`src/rtl/instx_encoder_loader_pkg.sv`:
```
// Shared LEGv8 encoding constants for the instruction loader: op select codes,
// 11-bit opcodes (same values the control decoder compares), field widths, loader states.
package instx_encoder_loader_pkg;

    typedef enum logic [3:0] {
        OP_ADD    = 4'd0,
        OP_SUB    = 4'd1,
        OP_AND    = 4'd2,
        OP_ORR    = 4'd3,
        OP_EOR    = 4'd4,
        OP_LSL    = 4'd5,
        OP_LDURSW = 4'd6,
        OP_STURW  = 4'd7,
        OP_B      = 4'd8,
        OP_BR     = 4'd9,
        OP_BGT    = 4'd10,
        OP_ADDI   = 4'd11,
        OP_NOP    = 4'd12
    } op_sel_e;

    typedef enum logic [1:0] {
        ST_IDLE  = 2'd0,
        ST_WRITE = 2'd1,
        ST_FULL  = 2'd2
    } ld_state_e;

    localparam logic [10:0] OPC_ADD    = 11'h458;
    localparam logic [10:0] OPC_SUB    = 11'h658;
    localparam logic [10:0] OPC_AND    = 11'h450;
    localparam logic [10:0] OPC_ORR    = 11'h550;
    localparam logic [10:0] OPC_EOR    = 11'h650;
    localparam logic [10:0] OPC_LSL    = 11'h69B;
    localparam logic [10:0] OPC_BR     = 11'h6B0;
    localparam logic [10:0] OPC_LDURSW = 11'h5C4;
    localparam logic [10:0] OPC_STURW  = 11'h5C0;
    localparam logic [9:0]  OPC_ADDI   = 10'h244;
    localparam logic [5:0]  OPC_B      = 6'h05;
    localparam logic [7:0]  OPC_BGT    = 8'h54;
    localparam logic [4:0]  BGT_COND   = 5'h0C;

    localparam int IMM_I_W  = 12;
    localparam int IMM_D_W  = 9;
    localparam int IMM_CB_W = 19;
    localparam int IMM_B_W  = 26;

endpackage

```
`src/rtl/instx_field_pack.sv`:
```
// Combinational packer: op select + register/immediate fields -> 32-bit LEGv8 word.
// Optional ENC_RANGE_CHECK_EN flags immediates that do not fit their field instead of truncating.
module instx_field_pack
    import instx_encoder_loader_pkg::*;
(
    input  logic [3:0]  i_op_sel,
    input  logic [4:0]  i_rd,
    input  logic [4:0]  i_rn,
    input  logic [4:0]  i_rm,
    input  logic [5:0]  i_shamt,
    input  logic [25:0] i_imm,
    output logic [31:0] o_word,
    output logic        o_bad
);

`ifdef ENC_RANGE_CHECK_EN
    // True when bits above the field all replicate the field's sign bit.
    function automatic logic sext_fits(input logic [25:0] v, input int w);
        logic ok;
        ok = 1'b1;
        for (int i = w; i < 26; i++) begin
            if (v[i] != v[w-1]) ok = 1'b0;
        end
        return ok;
    endfunction
`endif

    always_comb begin
        o_word = 32'h0;
        o_bad  = 1'b0;
        case (i_op_sel)
            OP_ADD:    o_word = {OPC_ADD, i_rm, 6'd0, i_rn, i_rd};
            OP_SUB:    o_word = {OPC_SUB, i_rm, 6'd0, i_rn, i_rd};
            OP_AND:    o_word = {OPC_AND, i_rm, 6'd0, i_rn, i_rd};
            OP_ORR:    o_word = {OPC_ORR, i_rm, 6'd0, i_rn, i_rd};
            OP_EOR:    o_word = {OPC_EOR, i_rm, 6'd0, i_rn, i_rd};
            OP_LSL:    o_word = {OPC_LSL, i_rm, i_shamt, i_rn, i_rd};
            OP_BR:     o_word = {OPC_BR, 5'd0, 6'd0, i_rn, 5'd0};
            OP_LDURSW: o_word = {OPC_LDURSW, i_imm[IMM_D_W-1:0], 2'b00, i_rn, i_rd};
            OP_STURW:  o_word = {OPC_STURW, i_imm[IMM_D_W-1:0], 2'b00, i_rn, i_rd};
            OP_B:      o_word = {OPC_B, i_imm[IMM_B_W-1:0]};
            OP_BGT:    o_word = {OPC_BGT, i_imm[IMM_CB_W-1:0], BGT_COND};
            OP_ADDI:   o_word = {OPC_ADDI, i_imm[IMM_I_W-1:0], i_rn, i_rd};
            OP_NOP:    o_word = 32'h0;
            default:   o_bad  = 1'b1;
        endcase
`ifdef ENC_RANGE_CHECK_EN
        // Shamt is 6 bits wide so it can never exceed 63; only immediates need checking.
        case (i_op_sel)
            OP_ADDI:            if (|i_imm[25:IMM_I_W]) o_bad = 1'b1;
            OP_LDURSW, OP_STURW: if (!sext_fits(i_imm, IMM_D_W)) o_bad = 1'b1;
            OP_BGT:             if (!sext_fits(i_imm, IMM_CB_W)) o_bad = 1'b1;
            default:            ;
        endcase
`endif
    end

endmodule

```
`src/rtl/instx_encoder_loader.sv`:
```
// Sequential loader: accepts encode requests, writes one word per two cycles into
// instruction memory until DEPTH words are loaded. Optional feature: ENC_RANGE_CHECK_EN.
//
// state   | meaning
// IDLE    | ready for a request beat (InReady=1)
// WRITE   | memory write strobe asserted for one cycle
// FULL    | DEPTH words written, waits for Start
module instx_encoder_loader
    import instx_encoder_loader_pkg::*;
#(
    parameter int ADDR_W    = 6,
    parameter int DEPTH     = 64,
    parameter int BASE_ADDR = 0
) (
    input  logic              i_clk,
    input  logic              i_rst_n,
    input  logic              i_start,
    input  logic              i_in_valid,
    output logic              o_in_ready,
    input  logic [3:0]        i_op_sel,
    input  logic [4:0]        i_rd,
    input  logic [4:0]        i_rn,
    input  logic [4:0]        i_rm,
    input  logic [5:0]        i_shamt,
    input  logic [25:0]       i_imm,
    output logic              o_im_we,
    output logic [ADDR_W-1:0] o_im_addr,
    output logic [31:0]       o_im_data,
    output logic [ADDR_W:0]   o_count,
    output logic              o_full,
    output logic              o_done,
    output logic              o_err
);

    localparam logic [ADDR_W-1:0] BASE     = ADDR_W'(BASE_ADDR);
    localparam logic [ADDR_W:0]   DEPTH_C  = (ADDR_W+1)'(DEPTH);
    localparam logic [ADDR_W:0]   DEPTH_M1 = DEPTH_C - 1'b1;

    ld_state_e         r_state;
    ld_state_e         w_state_nxt;
    logic              r_in_ready;
    logic              r_im_we;
    logic [ADDR_W-1:0] r_im_addr;
    logic [31:0]       r_im_data;
    logic [ADDR_W:0]   r_count;
    logic              r_done;
    logic              r_err;
    logic [31:0]       w_word;
    logic              w_bad;
    logic              w_accept;

    instx_field_pack u_field_pack (
        .i_op_sel (i_op_sel),
        .i_rd     (i_rd),
        .i_rn     (i_rn),
        .i_rm     (i_rm),
        .i_shamt  (i_shamt),
        .i_imm    (i_imm),
        .o_word   (w_word),
        .o_bad    (w_bad)
    );

    assign w_accept = i_in_valid & r_in_ready & ~i_start;

    always_ff @(posedge i_clk or negedge i_rst_n) begin
        if (!i_rst_n) begin
            r_state <= ST_IDLE;
        end else begin
            r_state <= w_state_nxt;
        end
    end

    always_comb begin
        w_state_nxt = r_state;
        case (r_state)
            ST_IDLE:  if (w_accept && !w_bad) w_state_nxt = ST_WRITE;
            ST_WRITE: begin
                if (i_start)                  w_state_nxt = ST_IDLE;
                else if (r_count == DEPTH_M1) w_state_nxt = ST_FULL;
                else                          w_state_nxt = ST_IDLE;
            end
            ST_FULL:  if (i_start) w_state_nxt = ST_IDLE;
            default:  w_state_nxt = ST_IDLE;
        endcase
    end

    // Start in WRITE arrives on the edge that ends the write, so the strobe has
    // already been issued; reinitialising here replaces the post-write increment.
    always_ff @(posedge i_clk or negedge i_rst_n) begin
        if (!i_rst_n) begin
            r_in_ready <= 1'b0;
            r_im_we    <= 1'b0;
            r_im_addr  <= BASE;
            r_im_data  <= 32'h0;
            r_count    <= '0;
            r_done     <= 1'b0;
            r_err      <= 1'b0;
        end else begin
            r_in_ready <= (w_state_nxt == ST_IDLE);
            r_im_we    <= (w_state_nxt == ST_WRITE);
            r_done     <= 1'b0;
            if (i_start) begin
                r_count   <= '0;
                r_im_addr <= BASE;
                r_err     <= 1'b0;
            end else if (r_state == ST_WRITE) begin
                r_count   <= r_count + 1'b1;
                r_im_addr <= r_im_addr + 1'b1;
            end else if (w_accept) begin
                if (w_bad) begin
                    r_err <= 1'b1;
                end else begin
                    r_im_data <= w_word;
                    r_done    <= (r_count == DEPTH_M1);
                end
            end
        end
    end

    assign o_in_ready = r_in_ready;
    assign o_im_we    = r_im_we;
    assign o_im_addr  = r_im_addr;
    assign o_im_data  = r_im_data;
    assign o_count    = r_count;
    assign o_full     = (r_count == DEPTH_C);
    assign o_done     = r_done;
    assign o_err      = r_err;

endmodule

```
`config.mk`:
```
export PLATFORM = sky130hd
export DESIGN_NAME = instx_encoder_loader
export DESIGN_NICKNAME = d
export VERILOG_FILES = /design/src/rtl/instx_encoder_loader_pkg.sv /design/src/rtl/instx_field_pack.sv /design/src/rtl/instx_encoder_loader.sv
export SDC_FILE = /design/constraint.sdc
export NUM_CORES = 1
export LEC_CHECK = 0
export ABC_AREA = 0
export BUFFER_PORTS_ARGS = -buffer_cell sky130_fd_sc_hd__buf_4
export CORE_MARGIN = 4
export CORE_UTILIZATION = 50
export DETAILED_ROUTE_END_ITERATION = 6
export HOLD_SLACK_MARGIN = 0.12
export PLACE_DENSITY = 0.81
export REMOVE_ABC_BUFFERS = 1
export SLEW_MARGIN = 10
export SYNTH_ARGS = -nofsm -noshare
export SYNTH_HDL_FRONTEND = slang
export SYNTH_SLANG_ARGS = --single-unit
```
`constraint.sdc`:
```
create_clock -name i_clk -period 1.68 [get_ports i_clk]
set_input_delay 0.168 -clock i_clk [delete_from_list [all_inputs] [get_ports i_clk]]
set_output_delay 0.168 -clock i_clk [all_outputs]
set_load 0.03 [all_outputs]
```
==> metrics.yaml, run 1 <==
numClockSinks: 51
drive_above_1_share_pct: 34.2
routed_wl_mm: 8.11
startpoint_type: "register"
multi_input_area_sq_um: 1460
rsz0062_at_grt: "no"
nets: 455
min_from: "i_in_valid"
start_util_pct: 51.9
max_clock_freq_mhz: 649
worst_slew_pin_slew_ns: 0.641
p_total_mw: 3.41
crit_slowest_cell: "dfrtp_2"
outcome: "finished clean"
timing.hold.ws_ns: 0.167
placedCellCount: 455
dieArea_sq_um: 7060
vias: 2709
setup_viol: 0
fin_crit_ns: 1.54
gr-total-overflow: 0
fillers: 461
rows: 27
antenna_found_initial: 0
clk_latency_ns: 0.31
swShare_pct: 35.8
clk_pin_slew_ns: 0.10
seqPwrFrac_pct: 43.8
hpwl_mm: 6.16
timing.final.crit_share_pct: 91.7
area_delta_synth_final_pct: 34.2
p_int_mw: 2.19
critPathCapture: "o_full"
synth-edff-count: 0
cts_buffer_depth: 2
postSynth.asyncResetShare_pct: 100
instances_no_fill: 470
path_max_fanout: 7
clockPowerShare_pct: 21.5
syn_inst: 292
report.final.slew_viol_count: 0
viasPerCell: 5.76
root_buffer: "clkbuf_8"
power_switching_mw: 1.22
initialDrtViolationCount: 245
synth-seq-cells: 51
p_per_area_nw_per_um2: 880
cp.required_ns: 1.51
power_frac_comb_pct: 34.6
relSlewSlack_pct: 57.2
drc: 0
timing.rr.end: "o_in_ready"
setup.worst_path.start: "o_count[2]"
max-cap-violations: 0
syn_area_sq_um: 2890
synth.area.top_cells: "dfrtp_1 44%, a32o_1 3.8%, mux2_2 3.5%"
hp-class: "in -> reg"
io_buffers: 104
crit_path_cell_trace: "nor4_1, and3_1, buf_4"
grt_max_degree: 52
finalClockSkew_ns: 0.00944
p_leak_nw: 1.83
worstPathArrival_ns: 1.37
synth_top_area_cell: "dfrtp_1"
dr.pass1.iters: 5
regArea_sq_um: 1280
path_class: "reg -> out"
ant_nets: 0
tritoncts: "done"
hold_viol: 0
ff2ff_setup_slack_ns: 0.15
rr_worst_depth: 5
grt_pass1_wl_mm: 13.3
fp.dieH_um: 84.0
h-tree-depth: 2
numCtsBuffers: 5
n_antenna_cell: 0
design.core.area_sq_um: 5570
place_congestion: 0.876
end_kind: "output port"
vdd_drop_max_uv: 702
io_pins: 105
yosys_warnings: 0
grt_pass1_vias: 2640
r2r_start: "o_count[1]"
max_stage_delay_ns: 0.47
synthDominantCellAreaShare_pct: 44.1
synth-main-ff-cell: "dfrtp_1"
post_drt_wl_per_cell_um: 17.3
ys_types: 52
avgSynthCellArea_sq_um: 9.90
die_x_um: 84.0
grt_usage_pct: 23.0
yosysSeqAreaShare_pct: 44.1
-- Yosys cell counts, drive strengths merged, types with 2 or more instances --
| cell | n |
|---|---|
| nor2b | 4 |
| a32oi | 3 |
| mux2 | 9 |
| o211ai | 3 |
| a221o | 7 |
| xor2 | 8 |
| o22ai | 6 |
| ha | 3 |
| and3 | 2 |
| nand2b | 2 |
| nand2 | 23 |
| mux2i | 9 |
| nor3b | 5 |
| nand3b | 2 |
| nor3 | 2 |
| a22oi | 6 |
| a21oi | 19 |
| a32o | 11 |
| nor4 | 3 |
| o22a | 2 |
| a222oi | 5 |
| nand4 | 7 |
| nor2 | 24 |
| a22o | 8 |
| buf | 20 |
| dfrtp | 51 |
| clkbuf | 4 |
| o21ai | 18 |
| inv | 7 |
| a2bb2oi | 2 |
| a21o | 2 |
-- flip-flops by register name, indices dropped and copies added, names as in the netlist --
signal	cells
o_im_data	32
o_count	7
o_im_addr	6
r_state	2
o_done	1
o_err	1
o_im_we	1
o_in_ready	1
-- routing by layer --
metal	track usage (%)	routed length, um	up-vias
met5	0	0	-
met4	4.39	78	0
met3	3.75	479	6
met2	37.7	3940	97
met1	32.4	3620	1290
li1	-	-	1316
-- worst min path at each step --
stage | end | slack, ns | cells past startpoint
after global routing | o_err | 0.19 | 3
after global placement | o_im_data[7] | 0.23 | 1
after CTS | o_err | 0.15 | 3
final | o_err | 0.17 | 3
after detailed placement | o_im_data[5] | 0.23 | 1
after floorplan | o_count[0] | -0.13 | 0
-- cell type report --
cell class              count  share of cell area, %
repair buffers            122                   24.0
inverters                   7                  0.677
well taps                  72                   2.32
clock buffers               5                   1.77
multi-input cells         210                   37.6
clock inverters             3                  0.645
flip-flops and latches     51                   32.9
-- logic make-up after synthesis --
kind of cell	share of synthesized area [%]
fa+ha+maj	1.30
xor+xnor	2.73
simple gates	14.7
mux	6.62
buf+inv	5.63
compound gates	24.9
flops	44.1
-- layout by cell type, fill, tap and decap left out, types with 5 or more instances in the layout --
cell type	netlist	layout
buf_4	3	115
dfrtp_1	51	50
nor2_1	24	24
nand2_1	23	23
a21oi_1	18	18
o21ai_0	17	17
a32o_1	11	11
mux2_2	9	9
mux2i_1	9	9
xor2_1	8	8
a22o_1	8	8
inv_1	7	7
nand4_1	7	7
a221o_1	7	7
dlygate4sd3_1	0	7
a22oi_1	6	6
o22ai_1	6	6
a222oi_1	5	5
nor3b_1	5	5
clkbuf_8	0	5
-- power groups by stage --
stage          clock, mW  sequential (mW)  combinational, mW
6_report           0.735             1.50               1.18
5_1_grt            0.805             1.52               1.27
4_1_cts            0.758             1.50               1.18
3_5_place_dp           0             1.52               1.17
3_3_place_gp           0             1.52               1.15
2_1_floorplan          0             1.82              0.307
-- what timing repair did --
action | 4_1_cts | 5_1_grt
setup buffers | 0 | 0
endpoints found under the setup margin | 0 | 15
endpoints found under the hold margin | 57 | 0
hold buffers | 7 | 0
gates resized for setup | 0 | 2
-- through the flow --
step	setup WS (ns)	cell area (sq um)	TNS (ns)	utilization, %
after floorplan	-0.251	2760	-3.55	-
after global placement	0.153	3710	0	66.5
after detailed placement	0.0678	3710	0	66.5
after CTS	0.0393	3870	0	69.5
after global routing	0.00330	3880	0	69.6
final	0.139	3880	0	69.6
-- critical path: cells and delay by family (launching register included) --
kind | cells | cell delay (ns)
DFF | 1 | 0.47
buffers and inverters | 1 | 0.15
and+or+nand+nor | 2 | 0.44
Note: power is estimated with default switching activity, not from simulation.
==> inputs of run 2 (changes only) <==
--- a/config.mk
+++ b/config.mk
@@ -8,12 +8,13 @@
 export ABC_AREA = 0
 export BUFFER_PORTS_ARGS = -buffer_cell sky130_fd_sc_hd__buf_4
 export CORE_MARGIN = 4
-export CORE_UTILIZATION = 50
+export CORE_UTILIZATION = 51
 export DETAILED_ROUTE_END_ITERATION = 6
 export HOLD_SLACK_MARGIN = 0.12
-export PLACE_DENSITY = 0.81
+export PLACE_DENSITY = 0.8
 export REMOVE_ABC_BUFFERS = 1
 export SLEW_MARGIN = 10
 export SYNTH_ARGS = -nofsm -noshare
 export SYNTH_HDL_FRONTEND = slang
+export SYNTH_HIERARCHICAL = 1
 export SYNTH_SLANG_ARGS = --single-unit
==> metrics.yaml, run 2 <==
timing.final.crit_share_pct: 93.7  # +1.9 points
grt_pass1_wl_mm: 14.8  # +11%
nets: 470  # +3.3%
drc: 0  # unchanged
placedCellCount: 481  # +5.7%
synth_most_common_cell: "dfrtp_1"
rsz0062_at_grt: "no"
r2r_start: "r_state[1]"
n_antenna_cell: 0  # unchanged
clk_pin_slew_ns: 0.09  # about the same
critPathCapture: "o_im_data[19]"
postSynth.asyncResetShare_pct: 100  # unchanged
yosys_warnings: 6  # +6
fin_util_pct: 67.8  # -1.8 points
numClockSinks: 51  # unchanged
ys_types: 54  # +3.8%
design.core.area_sq_um: 6350  # +14%
cp.required_ns: 1.93  # +0.42 ns
end_kind: "register"
setup.worst_path.start: "i_op_sel[0]"
max_clock_freq_mhz: 636  # -2.0%
dieArea_sq_um: 7890  # +12%
synth-seq-cells: 51  # unchanged
grt_max_degree: 52  # unchanged
synthDominantCellAreaShare_pct: 38.3  # -5.8 points
fp.dieH_um: 88.8  # +5.7%
gr-total-overflow: 0  # unchanged
worstPathArrival_ns: 1.82  # +0.45 ns
io_buffers: 104  # unchanged
grt_usage_pct: 24.2  # +1.2 points
avgSynthCellArea_sq_um: 11.1  # +12%
tns_ns: 0  # unchanged
vdd_drop_max_uv: 600  # -14%
drive_above_1_share_pct: 45.0  # +11 points
place_congestion: 0.906  # +3.5%
worst_slew_pin_slew_ns: 0.910  # +0.268 ns
report.final.slew_viol_count: 0  # unchanged
root_buffer: "clkbuf_8"
fillers: 511  # +11%
ant_nets: 0  # unchanged
routed_wl_mm: 9.29  # +14%
syn_inst: 300  # +2.7%
fin_crit_ns: 1.57  # +0.0323 ns
relSlewSlack_pct: 39.1  # -18 points
grt_pass1_vias: 2985  # +13%
clk_latency_ns: 0.31  # about the same
synth.area.top_cells: "dfrtp_1 38%, mux2_4 13%, mux2_2 3.0%"
tritoncts: "done"
startpoint_type: "primary input"
viasPerCell: 5.97  # +3.5%
p_total_mw: 3.81  # +12%
synth_common_cells: "51 x dfrtp_1, 29 x mux2_4, 16 x a21oi_1, 15 x nand2_1"
outcome: "finished clean"
syn_area_sq_um: 3330  # +15%
h-tree-depth: 2  # unchanged
antenna_found_initial: 0  # unchanged
instances_no_fill: 490  # +4.3%
die_x_um: 88.8  # +5.7%
hold_viol: 0  # unchanged
vias: 2923  # +7.9%
cts_buffer_depth: 2  # unchanged
hpwl_mm: 6.83  # +11%
max-cap-violations: 0  # unchanged
rr_worst_depth: 4  # -1
ff2ff_setup_slack_ns: 0.13  # -0.02 ns
layout_common_cells: "123 x buf_4, 51 x dfrtp_1, 29 x mux2_4"
dr.pass1.iters: 4  # -1
yosysSeqAreaShare_pct: 38.3  # -5.8 points
path_max_fanout: 11  # +4
hp-class: "in -> reg"
mostFrequentLayoutCell: "buf_4"
area_delta_synth_final_pct: 29.3
finalClockSkew_ns: 0.00587  # -0.00357 ns
post_drt_wl_per_cell_um: 19.0  # +9.8%
synth-edff-count: 0  # unchanged
p_leak_nw: 2.08  # +14%
rows: 29  # +7.4%
timing.rr.end: "o_im_data[2]"
path_class: "in -> reg"
initialDrtViolationCount: 137  # -44%
start_util_pct: 52.5  # +0.60 points
synth_top_area_cell: "dfrtp_1"
timing.hold.ws_ns: 0.185  # +0.0180 ns
io_pins: 105  # unchanged
p_per_area_nw_per_um2: 885  # +0.56%
largest_register_ffs: 32  # unchanged
setup_viol: 0  # unchanged
numCtsBuffers: 5  # unchanged
synth-main-ff-cell: "dfrtp_1"
## run 2: cells by family after synthesis
logic type               Yosys count  share of synthesized area [%]
flip-flops                        51                           38.3
multiplexers                      46                           18.5
AND/OR/NAND/NOR                   85                           15.8
AO/OA/AOI/OAI                     83                           17.5
buffers and inverters             29                           8.00
XOR/XNOR                           3                          0.789
adder cells (fa/ha/maj)            3                           1.13
## run 2: metrics by stage
step / setup slack (ns) / area, sq um
floorplan: -0.00333 / 3090
global placement: -0.0323 / 4190
detailed placement: -0.0909 / 4190
CTS: 0.116 / 4310
global route: 0.0358 / 4310
finish: 0.106 / 4310
## run 2: how the worst min path moves through the flow
stage	from	to	slack [ns]	cells after the start
CTS	i_in_valid	o_err	0.18	3
global placement	i_rst_n	o_count[3]	0.24	1
floorplan	i_rst_n	o_count[0]	-0.13	0
finish	i_in_valid	o_err	0.19	3
detailed placement	i_rst_n	o_count[3]	0.24	1
global route	i_rn[3]	o_im_data[8]	0.21	3
## run 2: layout make-up
type	instances	area (sq um)	area share, %
repair buffers	128	1010	23.5
well taps	77	96.3	2.24
flip-flops and latches	51	1280	29.6
clock buffers	7	96.3	2.24
inverters	6	27.5	0.639
clock inverters	1	7.51	0.174
multi-input cells	220	1790	41.5
## run 2: critical path, stage by stage
cell      delay [ns]
buf_4           0.11
buf_4           0.16
nor2_1          0.69
a22oi_1         0.22
o221ai_1        0.27
mux2_4          0.20
## run 2: metal layers
layer,wire [um],vias to the layer above,track usage [%]
met1,3930,1417,32.7
li1,-,1354,-
met4,138,0,7.55
met3,760,14,3.82
met2,4460,138,39.8
met5,0,-,0
## run 2: power breakdown
group / switching (mW) / internal [mW]
Sequential: 0.130 / 1.41
Combinational: 0.772 / 0.696
Clock: 0.426 / 0.376
Total: 1.33 / 2.48
## run 2: timing repair
| item | CTS | global route |
|---|---|---|
| gates resized for setup | 0 | 0 |
| hold buffers | 1 | 0 |
| setup buffers | 0 | 0 |
| hold endpoints to repair | 51 | 0 |
| setup endpoints to repair | 0 | 0 |
